### config.mk
export PLATFORM = sky130hd
export DESIGN_NAME = ethernet_mac_tx_arbiter_flat
export DESIGN_NICKNAME = d
export VERILOG_FILES = /design/src/rtl/ethernet_mac_tx_arbiter_pkg.sv /design/src/rtl/ethernet_mac_tx_arbiter_if.sv /design/src/rtl/ethernet_mac_rr_pick.sv /design/src/rtl/ethernet_mac_tx_arbiter.sv /design/src/flat_wrapper.sv
export SDC_FILE = /design/constraint.sdc
export NUM_CORES = 1
export LEC_CHECK = 0
export BUFFER_PORTS_ARGS = -buffer_cell sky130_fd_sc_hd__buf_2
export CAP_MARGIN = 0
export CELL_PAD_IN_SITES_DETAIL_PLACEMENT = 0
export CELL_PAD_IN_SITES_GLOBAL_PLACEMENT = 1
export CORE_UTILIZATION = 43
export DETAILED_ROUTE_END_ITERATION = 7
export GPL_TIMING_DRIVEN = 0
export PLACE_DENSITY_LB_ADDON = 0.1
export SYNTH_ARGS = -nofsm -noshare
export SYNTH_HDL_FRONTEND = slang
export SYNTH_SLANG_ARGS = --single-unit
### constraint.sdc
create_clock -name clk -period 8.1 [get_ports clk]
set_clock_uncertainty 0.15 [all_clocks]
set_input_delay 1.62 -clock clk [delete_from_list [all_inputs] [get_ports clk]]
set_output_delay 1.62 -clock clk [all_outputs]
set_load 0.1 [all_outputs]
### src/rtl/ethernet_mac_tx_arbiter_pkg.sv
// -----------------------------------------------------------------------------
// ethernet_mac_pkg
// Shared types, constants and helpers for the MAC transmit frame arbiter.
//   state_t         : arbiter FSM states (IDLE, BUSY, DRAIN)
//   BYTE_W          : width of one client/MAC data beat
//   MAX_CH/MAX_CH_W : upper bound on channel count and its index width
//   rr_pick_onehot  : rotate-priority pick, first requester at or after ptr
// -----------------------------------------------------------------------------
package ethernet_mac_pkg;

   typedef enum logic [1:0] {
      IDLE  = 2'd0,
      BUSY  = 2'd1,
      DRAIN = 2'd2
   } state_t;

   localparam int BYTE_W   = 8;
   localparam int MAX_CH   = 16;
   localparam int MAX_CH_W = 4;
   localparam int PICK_W   = MAX_CH_W + 1;

   // Scans channels ptr, ptr+1, ... modulo n and returns a one-hot vector
   // holding the first requester found. n is a constant at every call site,
   // so the loop folds down to a fixed priority rotator.
   function automatic logic [MAX_CH-1:0] rr_pick_onehot(
      input logic [MAX_CH-1:0]   req,
      input logic [MAX_CH_W-1:0] ptr,
      input int                  n
   );
      logic [MAX_CH-1:0] gnt;
      logic [PICK_W-1:0] c;
      logic              found;
      gnt   = '0;
      found = 1'b0;
      for (int i = 0; i < MAX_CH; i++) begin
         // ptr < n and i < n, so one conditional subtract is a full modulo
         c = {1'b0, ptr} + PICK_W'(i);
         if (c >= PICK_W'(n)) c = c - PICK_W'(n);
         if ((i < n) && !found && req[c[MAX_CH_W-1:0]]) begin
            gnt[c[MAX_CH_W-1:0]] = 1'b1;
            found                = 1'b1;
         end
      end
      return gnt;
   endfunction

endpackage

### src/rtl/ethernet_mac_tx_arbiter_if.sv
// -----------------------------------------------------------------------------
// ethernet_mac_tx_arbiter_if
// Bundles the client-side streams and the merged MAC-side stream.
//   s_tdata/s_tvalid/s_tuser/s_tlast : per-channel client stream (channel i
//                                      data in bits [8i+7:8i])
//   s_tready                         : per-channel ready back to clients
//   m_tdata/m_tvalid/m_tuser/m_tlast : merged stream to the MAC encapsulator
//   m_tready                         : MAC ready
// Modports: slave  = the arbiter's view (consumes s_*, produces m_*)
//           master = the surrounding environment's view
// -----------------------------------------------------------------------------
interface ethernet_mac_tx_arbiter_if
   import ethernet_mac_pkg::*;
#(
   parameter int NUM_CHANNELS = 4
);

   logic [NUM_CHANNELS*BYTE_W-1:0] s_tdata;
   logic [NUM_CHANNELS-1:0]        s_tvalid;
   logic [NUM_CHANNELS-1:0]        s_tready;
   logic [NUM_CHANNELS-1:0]        s_tuser;
   logic [NUM_CHANNELS-1:0]        s_tlast;

   logic [BYTE_W-1:0]              m_tdata;
   logic                           m_tvalid;
   logic                           m_tready;
   logic                           m_tuser;
   logic                           m_tlast;

   modport slave (
      input  s_tdata, s_tvalid, s_tuser, s_tlast, m_tready,
      output s_tready, m_tdata, m_tvalid, m_tuser, m_tlast
   );

   modport master (
      output s_tdata, s_tvalid, s_tuser, s_tlast, m_tready,
      input  s_tready, m_tdata, m_tvalid, m_tuser, m_tlast
   );

endinterface

### src/rtl/ethernet_mac_rr_pick.sv
// -----------------------------------------------------------------------------
// ethernet_mac_rr_pick
// Combinational round-robin selector.
//   req : per-channel request (s_tvalid)
//   ptr : channel with highest priority this round
//   gnt : one-hot winner (zero when nothing requests)
//   idx : binary index of the winner (zero when nothing requests)
// -----------------------------------------------------------------------------
module ethernet_mac_rr_pick
   import ethernet_mac_pkg::*;
#(
   parameter int NUM_CHANNELS = 4
) (
   input  logic [NUM_CHANNELS-1:0]         req,
   input  logic [$clog2(NUM_CHANNELS)-1:0] ptr,
   output logic [NUM_CHANNELS-1:0]         gnt,
   output logic [$clog2(NUM_CHANNELS)-1:0] idx
);

   localparam int PTR_W = $clog2(NUM_CHANNELS);

   logic [MAX_CH-1:0] gnt_full;

   always_comb begin
      // NOTE: every output gets a default before the loop so no path holds a
      // previous value, which would otherwise infer a latch.
      idx      = '0;
      gnt_full = rr_pick_onehot(MAX_CH'(req), MAX_CH_W'(ptr), NUM_CHANNELS);
      for (int i = 0; i < MAX_CH; i++) begin
         if (gnt_full[i]) idx = PTR_W'(i);
      end
      gnt = gnt_full[NUM_CHANNELS-1:0];
   end

endmodule

### src/rtl/ethernet_mac_tx_arbiter.sv
// -----------------------------------------------------------------------------
// ethernet_mac_tx_arbiter
// Merges NUM_CHANNELS byte-wide client frame streams into one registered
// stream for the MAC transmit path. Ownership changes only at frame
// boundaries, round-robin. Over-long frames are cut at MAX_FRAME_BYTES (last
// beat flagged bad, remainder drained); runts shorter than MIN_FRAME_BYTES
// are flagged bad on their last beat.
//   clk         : system clock
//   reset_n     : asynchronous active-low reset
//   bus         : client and MAC streams (slave modport)
//   grant       : one-hot owner of the current frame, zero when idle
//   trunc_pulse : one-cycle pulse on the channel whose frame was cut
// -----------------------------------------------------------------------------
module ethernet_mac_tx_arbiter
   import ethernet_mac_pkg::*;
#(
   parameter int NUM_CHANNELS    = 4,
   parameter int MAX_FRAME_BYTES = 1514,
   parameter int MIN_FRAME_BYTES = 14
) (
   input  logic                    clk,
   input  logic                    reset_n,
   ethernet_mac_tx_arbiter_if.slave bus,
   output logic [NUM_CHANNELS-1:0] grant,
   output logic [NUM_CHANNELS-1:0] trunc_pulse
);

   localparam int PTR_W = $clog2(NUM_CHANNELS);
   localparam int CNT_W = $clog2(MAX_FRAME_BYTES + 1);

   state_t                  state;
   logic [PTR_W-1:0]        rr_ptr;
   logic [PTR_W-1:0]        gidx;
   logic [CNT_W-1:0]        beat_cnt;

   logic [NUM_CHANNELS-1:0] pick_gnt;
   logic [PTR_W-1:0]        pick_idx;

   logic                    out_free;
   logic                    accept;
   logic [BYTE_W-1:0]       sel_data;
   logic                    sel_last;
   logic                    sel_user;
   logic [CNT_W-1:0]        cnt_inc;
   logic                    runt;
   logic                    trunc;
   logic [PTR_W-1:0]        next_ptr;

   ethernet_mac_rr_pick #(
      .NUM_CHANNELS(NUM_CHANNELS)
   ) u_rr_pick (
      .req(bus.s_tvalid),
      .ptr(rr_ptr),
      .gnt(pick_gnt),
      .idx(pick_idx)
   );

   // Owner's beat, selected by the registered index.
   always_comb begin
      sel_data = '0;
      sel_last = 1'b0;
      sel_user = 1'b0;
      for (int i = 0; i < NUM_CHANNELS; i++) begin
         if (gidx == PTR_W'(i)) begin
            sel_data = bus.s_tdata[i*BYTE_W +: BYTE_W];
            sel_last = bus.s_tlast[i];
            sel_user = bus.s_tuser[i];
         end
      end
   end

   always_comb begin
      // The output register can take a beat when empty or being emptied.
      out_free = !bus.m_tvalid || bus.m_tready;
      case (state)
         BUSY:    bus.s_tready = out_free ? grant : '0;
         DRAIN:   bus.s_tready = grant;
         default: bus.s_tready = '0;
      endcase
      accept   = |(bus.s_tvalid & bus.s_tready);
      cnt_inc  = beat_cnt + CNT_W'(1);
      runt     = sel_last && (cnt_inc < CNT_W'(MIN_FRAME_BYTES));
      // A last beat landing exactly on the limit is a normal end, not a cut.
      trunc    = !sel_last && (cnt_inc == CNT_W'(MAX_FRAME_BYTES));
      next_ptr = (gidx == PTR_W'(NUM_CHANNELS - 1)) ? '0 : gidx + PTR_W'(1);
   end

   always_ff @(posedge clk or negedge reset_n) begin
      if (!reset_n) begin
         state        <= IDLE;
         rr_ptr       <= '0;
         gidx         <= '0;
         beat_cnt     <= '0;
         grant        <= '0;
         trunc_pulse  <= '0;
         bus.m_tdata  <= '0;
         bus.m_tvalid <= 1'b0;
         bus.m_tuser  <= 1'b0;
         bus.m_tlast  <= 1'b0;
      end else begin
         // NOTE: all registered state uses non-blocking assignment so every
         // read in this block sees the pre-edge value.
         trunc_pulse <= '0;
         // Pending beat leaves when the MAC takes it; an accept below
         // overrides this with a fresh beat.
         if (bus.m_tready) bus.m_tvalid <= 1'b0;

         case (state)
            IDLE: begin
               if (|bus.s_tvalid) begin
                  grant <= pick_gnt;
                  gidx  <= pick_idx;
                  state <= BUSY;
               end
            end

            BUSY: begin
               if (accept) begin
                  bus.m_tvalid <= 1'b1;
                  bus.m_tdata  <= sel_data;
                  bus.m_tlast  <= sel_last || trunc;
                  bus.m_tuser  <= sel_user || runt || trunc;
                  if (sel_last) begin
                     rr_ptr   <= next_ptr;
                     beat_cnt <= '0;
                     grant    <= '0;
                     state    <= IDLE;
                  end else if (trunc) begin
                     trunc_pulse <= grant;
                     beat_cnt    <= '0;
                     state       <= DRAIN;
                  end else begin
                     beat_cnt <= cnt_inc;
                  end
               end
            end

            DRAIN: begin
               // Remainder of a cut frame is swallowed until its last beat.
               if (accept && sel_last) begin
                  rr_ptr <= next_ptr;
                  grant  <= '0;
                  state  <= IDLE;
               end
            end

            default: state <= IDLE;
         endcase
      end
   end

endmodule
### src/flat_wrapper.sv
// flat-port wrapper written by rule: the top's interface ports become plain ports
module ethernet_mac_tx_arbiter_flat import ethernet_mac_pkg::*;
#(
   parameter int NUM_CHANNELS    = 4,
   parameter int MAX_FRAME_BYTES = 1514,
   parameter int MIN_FRAME_BYTES = 14
)
  (clk, reset_n, grant, trunc_pulse, bus_s_tdata, bus_s_tvalid, bus_s_tuser, bus_s_tlast, bus_m_tready, bus_s_tready, bus_m_tdata, bus_m_tvalid, bus_m_tuser, bus_m_tlast);
  ethernet_mac_tx_arbiter_if #(.NUM_CHANNELS(NUM_CHANNELS)) bus_i ();
  input  logic clk;
  input  logic reset_n;
  output logic [NUM_CHANNELS-1:0] grant;
  output logic [NUM_CHANNELS-1:0] trunc_pulse;
  input wire logic [$bits(bus_i.s_tdata)-1:0] bus_s_tdata;
  input wire logic [$bits(bus_i.s_tvalid)-1:0] bus_s_tvalid;
  input wire logic [$bits(bus_i.s_tuser)-1:0] bus_s_tuser;
  input wire logic [$bits(bus_i.s_tlast)-1:0] bus_s_tlast;
  input wire logic [$bits(bus_i.m_tready)-1:0] bus_m_tready;
  output wire logic [$bits(bus_i.s_tready)-1:0] bus_s_tready;
  output wire logic [$bits(bus_i.m_tdata)-1:0] bus_m_tdata;
  output wire logic [$bits(bus_i.m_tvalid)-1:0] bus_m_tvalid;
  output wire logic [$bits(bus_i.m_tuser)-1:0] bus_m_tuser;
  output wire logic [$bits(bus_i.m_tlast)-1:0] bus_m_tlast;
  assign bus_i.s_tdata = bus_s_tdata;
  assign bus_i.s_tvalid = bus_s_tvalid;
  assign bus_i.s_tuser = bus_s_tuser;
  assign bus_i.s_tlast = bus_s_tlast;
  assign bus_i.m_tready = bus_m_tready;
  assign bus_s_tready = bus_i.s_tready;
  assign bus_m_tdata = bus_i.m_tdata;
  assign bus_m_tvalid = bus_i.m_tvalid;
  assign bus_m_tuser = bus_i.m_tuser;
  assign bus_m_tlast = bus_i.m_tlast;
  ethernet_mac_tx_arbiter #(.NUM_CHANNELS(NUM_CHANNELS), .MAX_FRAME_BYTES(MAX_FRAME_BYTES), .MIN_FRAME_BYTES(MIN_FRAME_BYTES)) u_core (.clk(clk), .reset_n(reset_n), .bus(bus_i), .grant(grant), .trunc_pulse(trunc_pulse));
endmodule
# Word level (Yosys, flattened, before mapping)

Index checks and enable logic that the tools add are counted.
W data, S select, Z words.

Add/subtract/negate cells: 9
$mul: 0
Div/mod/pow operators: 0
Order comparisons: 13
Eq/ne operators: 11
Shift operators: 0
Muxes and demuxes: 81
Bitwise operators: 4
Reduce and logical (&&, ||, !) cells: 30

Operators with widths:

| kind                    | count |
|---|---|
| $mux W16                | 4 |
| $mux W4                 | 13 |
| $or A16 B16 Y16         | 3 |
| $mux W2                 | 23 |
| $mux W8                 | 4 |
| $mux W1                 | 23 |
| $mux W11                | 2 |
| $lt A4 B5 Y1 const B    | 4 |
| $bmux W1 S4             | 4 |
| $demux W1 S4            | 4 |
| $ge A4 B1 Y1 const B    | 4 |
| $pmux W4 S3             | 1 |
| $sub A3 B3 Y4 const B   | 3 |
| $add A11 B1 Y11 const B | 1 |
| $eq A11 B11 Y1 const B  | 1 |
| $lt A11 B4 Y1 const B   | 1 |
| $logic_and A1 B1 Y1     | 10 |
| $ge A3 B3 Y1 const B    | 3 |
| $ne A2 B1 Y1 const B    | 4 |
| $pmux W4 S2             | 1 |
| $reduce_and A4 Y1       | 2 |
| $reduce_or A4 Y1        | 2 |
| $add A2 B2 Y3 const B   | 2 |
| $eq A2 B2 Y1 const B    | 3 |
| other kinds (16)        | 26 |

Register bits after elaboration: 36
Bits in latches: 0
Memory bits (writable): 0
Bits in read-only memories: 0
Input bits: 47
Output and inout port bits: 23
Logic and storage cells: 158
Memories: 0

# Depth between registers and ports, before layout

Word-level depth: 29
Mapped depth: 10

# Modules after synthesis

Synthesis repeated with hierarchy kept, for this count alone.

Cell total of the unflattened synthesis: 325
Area total of the unflattened synthesis: 2874.0 um^2

Modules (own cells, without submodules):

| module                  | times used | cells an instance | area an instance (um^2) |
|---|---|---|---|
| ethernet_mac_tx_arbiter | 1          | 256               | 2322.2 |
| ethernet_mac_rr_pick    | 1          | 69                | 551.8 |

# Worst setup path after synthesis

No wires, ideal clock.

Path kind: input port to output port
Start point: in bus_m_tready
End point: out bus_s_tready[0]
Arrival time: 2.781 ns
Required time: 6.330 ns
Setup slack: 3.549 ns
Stages: 4
Buffers on the path: 0
Path through: nand2b_1 a21oi_1 nor2b_1 and2_1

Longest elaborated chain between the ends: 3

RTL lines:

| element            | line                          | source |
|---|---|---|
| start: declaration | flat_wrapper.sv:18            | `input wire logic [$bits(bus_i.m_tready)-1:0] bus_m_tready;` |
| $logic_or A1 B1 Y1 | ethernet_mac_tx_arbiter.sv:74 | `out_free = !bus.m_tvalid \|\| bus.m_tready;` |
| $mux W4            | ethernet_mac_tx_arbiter.sv:76 | `BUSY: bus.s_tready = out_free ? grant : '0;` |
| $pmux W4 S2        | ethernet_mac_tx_arbiter.sv:75 | `case (state)` |
| end: declaration   | flat_wrapper.sv:19            | `output wire logic [$bits(bus_i.s_tready)-1:0] bus_s_tready;` |

No other way between the ends.

# Final worst setup path

Ends and elaborated chain as after synthesis.

==> impl_metrics.ini <==
[status]
status = completed

[yosys]
netlist_area_um2 = 2860
syn_inst = 340
async_reset_ff_share_pct = 100
ys.flop_type = dfrtp_1
synth_cell_types = 63
ys_seq_area_share_pct = 31.5
synth_nets = 404
synth_warnings = 0
avgSynthCellArea_um2 = 8.41
synth-seq-cells = 36
synth_edf_count = 0

[power]
intPower_w = 0.000253
p_switching_w = 0.0000776
p_total_w = 0.000331
switching_share_pct = 23.5
p_comb_share_pct = 9.5
clockPowerShare_pct = 36.1
vdd_drop_max_mv = 0.0760
p_leak_nw = 1.59
power_frac_seq_pct = 54.4
powerDensity_nw_per_um2 = 98.0

[finish]
fillerInstances = 647
fin_nets = 479
area_growth_pct = 18.0
final_cell_mix = buf_2, nand2_1, a21oi_1, dfrtp_1, nor2_1
stdcell_count = 492
drive_gt1_share_pct = 23.4
n_antenna_cell = 0
final_common_cell = buf_2

[clock_tree]
h-tree-depth = 2
ctsRootBufferMaster = clkbuf_8
path_clk_slew_ns = 0.07
clk_latency_ns = 0.28
hold_buffers = 0
cts_sinks = 36
cts-buffers-inserted = 5
cts_setup_buffers = 0
clockBufferDepth = 2
cts_tree = yes
cts.repair.resized = 0

[routing]
wire_per_inst_um = 14.5
vias = 2763
via_per_inst = 5.62
first_pass_iters = 5
ant_nets = 0
first_iter_violations = 135
drc_errors = 0
routed_wl_um = 7110

[worst_setup_path]
r2r_slack_ns = 4.89
worstReg2RegEnd = u_core.gidx[0]$_DFFE_PN0P_
startpoint_type = primary input
endpoint_kind = primary output
rr_worst_depth = 8
worstReg2RegStart = u_core.rr_ptr[0]$_DFFE_PN0P_
worstPathMaxFanout = 4
cp.arrival_ns = 2.74
worstPathRequired_ns = 6.33
critPathKind = in -> out

[timing]
drv_slew = 0
fin_hold_ws_ns = 0.326
min_period_ns = 4.51
max-slew-margin-rel_pct = 43.8
tightest_slew_ns = 0.842
fmax_ghz = 0.222
fin_crit_sh_pct = 55.6
tns_ns = 0
grt_setup_unrepaired = no
setup_violations = 0
hold_viol = 0

[grt]
grt_max_degree = 37
grt_pass1_vias = 2578
overflow = 0
grt_pass1_wl_um = 12000
grt_usage_pct = 20.7
antenna_found_initial = 0

[die]
die_h_um = 83.6
fp.dieArea_um2 = 6980
coreArea_um2 = 6390
io_pins = 70
die_width_um = 83.6
floorplan.initialDensity_pct = 44.8
fp-row-count = 29

[worst_hold_path]
min_from = u_core.bus.m_tdata[6]$_DFFE_PN0P_
hold_end = u_core.bus.m_tdata[6]$_DFFE_PN0P_
min_path_cells = 2
worstHoldPathType = reg -> reg

[run]
max_cap_viol_count = 0

[place]
place_congestion = 0.830
io_buffer_count = 68
dp_cells = 485
dp_hpwl_um = 5500
[cell usage after synthesis, types with 3 or more instances]
| cell type | number | area share [%] |
|---|---|---|
| nand2_1 | 42 | 5.5 |
| a21oi_1 | 36 | 6.3 |
| dfrtp_1 | 36 | 31 |
| nor2_1 | 21 | 2.8 |
| ha_1 | 17 | 7.4 |
| o21ai_0 | 17 | 3.0 |
| clkbuf_1 | 14 | 1.8 |
| inv_1 | 14 | 1.8 |
| nand3b_1 | 13 | 3.4 |
| nand3_1 | 10 | 1.7 |
| a21o_1 | 8 | 2.1 |
| and2_1 | 8 | 1.7 |
| nand2b_1 | 7 | 1.5 |
| o21ai_1 | 6 | 1.0 |
| nand4_1 | 5 | 1.1 |
| nor3_1 | 5 | 0.87 |
| a22o_1 | 4 | 1.2 |
| mux2i_1 | 4 | 1.4 |
| o211ai_1 | 4 | 1.0 |
| o31ai_1 | 4 | 1.0 |
| a22oi_1 | 3 | 0.79 |
| mux4_2 | 3 | 2.4 |
| nor2b_1 | 3 | 0.66 |
| nor3b_1 | 3 | 0.79 |
| or3_1 | 3 | 0.66 |
| or4_1 | 3 | 0.79 |
[power by group through the flow]
stage	Clock (W)	Combinational, W	Sequential, W
5_1_grt	0.000133	0.0000355	0.000180
4_1_cts	0.000123	0.0000320	0.000180
3_5_place_dp	0	0.0000319	0.000183
6_report	0.000119	0.0000316	0.000180
3_3_place_gp	0	0.0000315	0.000183
2_1_floorplan	0	0.0000132	0.000183
[logic make-up after synthesis]
kind of cell | synth area share, %
simple gates | 26.8
compound gates | 24.5
flops | 31.5
buf+inv | 4.59
fa+ha+maj | 7.44
mux | 4.55
xor+xnor | 0.613
[critical path, cell delays in order]
cell and delay, ns:
buf_2 0.08, nand2b_1 0.17, a21oi_1 0.11, nor2b_1 0.19, and2_1 0.15, buf_2 0.42
[how the worst max path moves through the flow]
stage / cells past startpoint / end / from
floorplan: 4 / bus_s_tready[0] / bus_m_tready
global placement: 6 / bus_s_tready[2] / bus_m_tready
detailed placement: 6 / bus_s_tready[1] / bus_m_tready
CTS: 6 / bus_s_tready[1] / bus_m_tready
global route: 6 / bus_s_tready[1] / bus_m_tready
finish: 6 / bus_s_tready[0] / bus_m_tready
[per-layer routing]
| layer | track usage, % | vias to the layer above | wire, µm |
|---|---|---|---|
| li1 | - | 1390 | - |
| met1 | 28.0 | 1288 | 3360 |
| met2 | 34.7 | 79 | 3350 |
| met3 | 3.56 | 6 | 344 |
| met4 | 4.31 | 0 | 59 |
| met5 | 0 | - | 0 |
[stage by stage]
stage / area [µm²] / worst slack (ns) / util (%)
2_1_floorplan: 2860 / 3.55 / -
3_3_place_gp: 3300 / 3.62 / 51.6
3_5_place_dp: 3300 / 3.61 / 51.6
4_1_cts: 3370 / 3.60 / 52.8
5_1_grt: 3370 / 3.50 / 52.8
6_report: 3370 / 3.59 / 52.8
[sequential cells by signal (all words and copies together) (netlist names)]
name and cells:
u_core.beat_cnt 11, u_core.bus.m_tdata 8, u_core.bus.m_tlast 1, u_core.bus.m_tuser 1
u_core.bus.m_tvalid 1, u_core.gidx 2, u_core.grant 4, u_core.rr_ptr 2
u_core.state 2, u_core.trunc_pulse 4
[final cells by class]
class / instances / area [µm²] / area share, %
repair buffers: 68 / 340 / 10.1
plain buffers: 17 / 78.8 / 2.34
clock buffers: 6 / 72.6 / 2.15
clock inverters: 1 / 5.00 / 0.148
multi-input cells: 273 / 1830 / 54.2
flip-flops and latches: 36 / 901 / 26.7
inverters: 14 / 52.6 / 1.56
well taps: 77 / 96.3 / 2.86
Note: power is estimated with default switching activity, not from simulation.
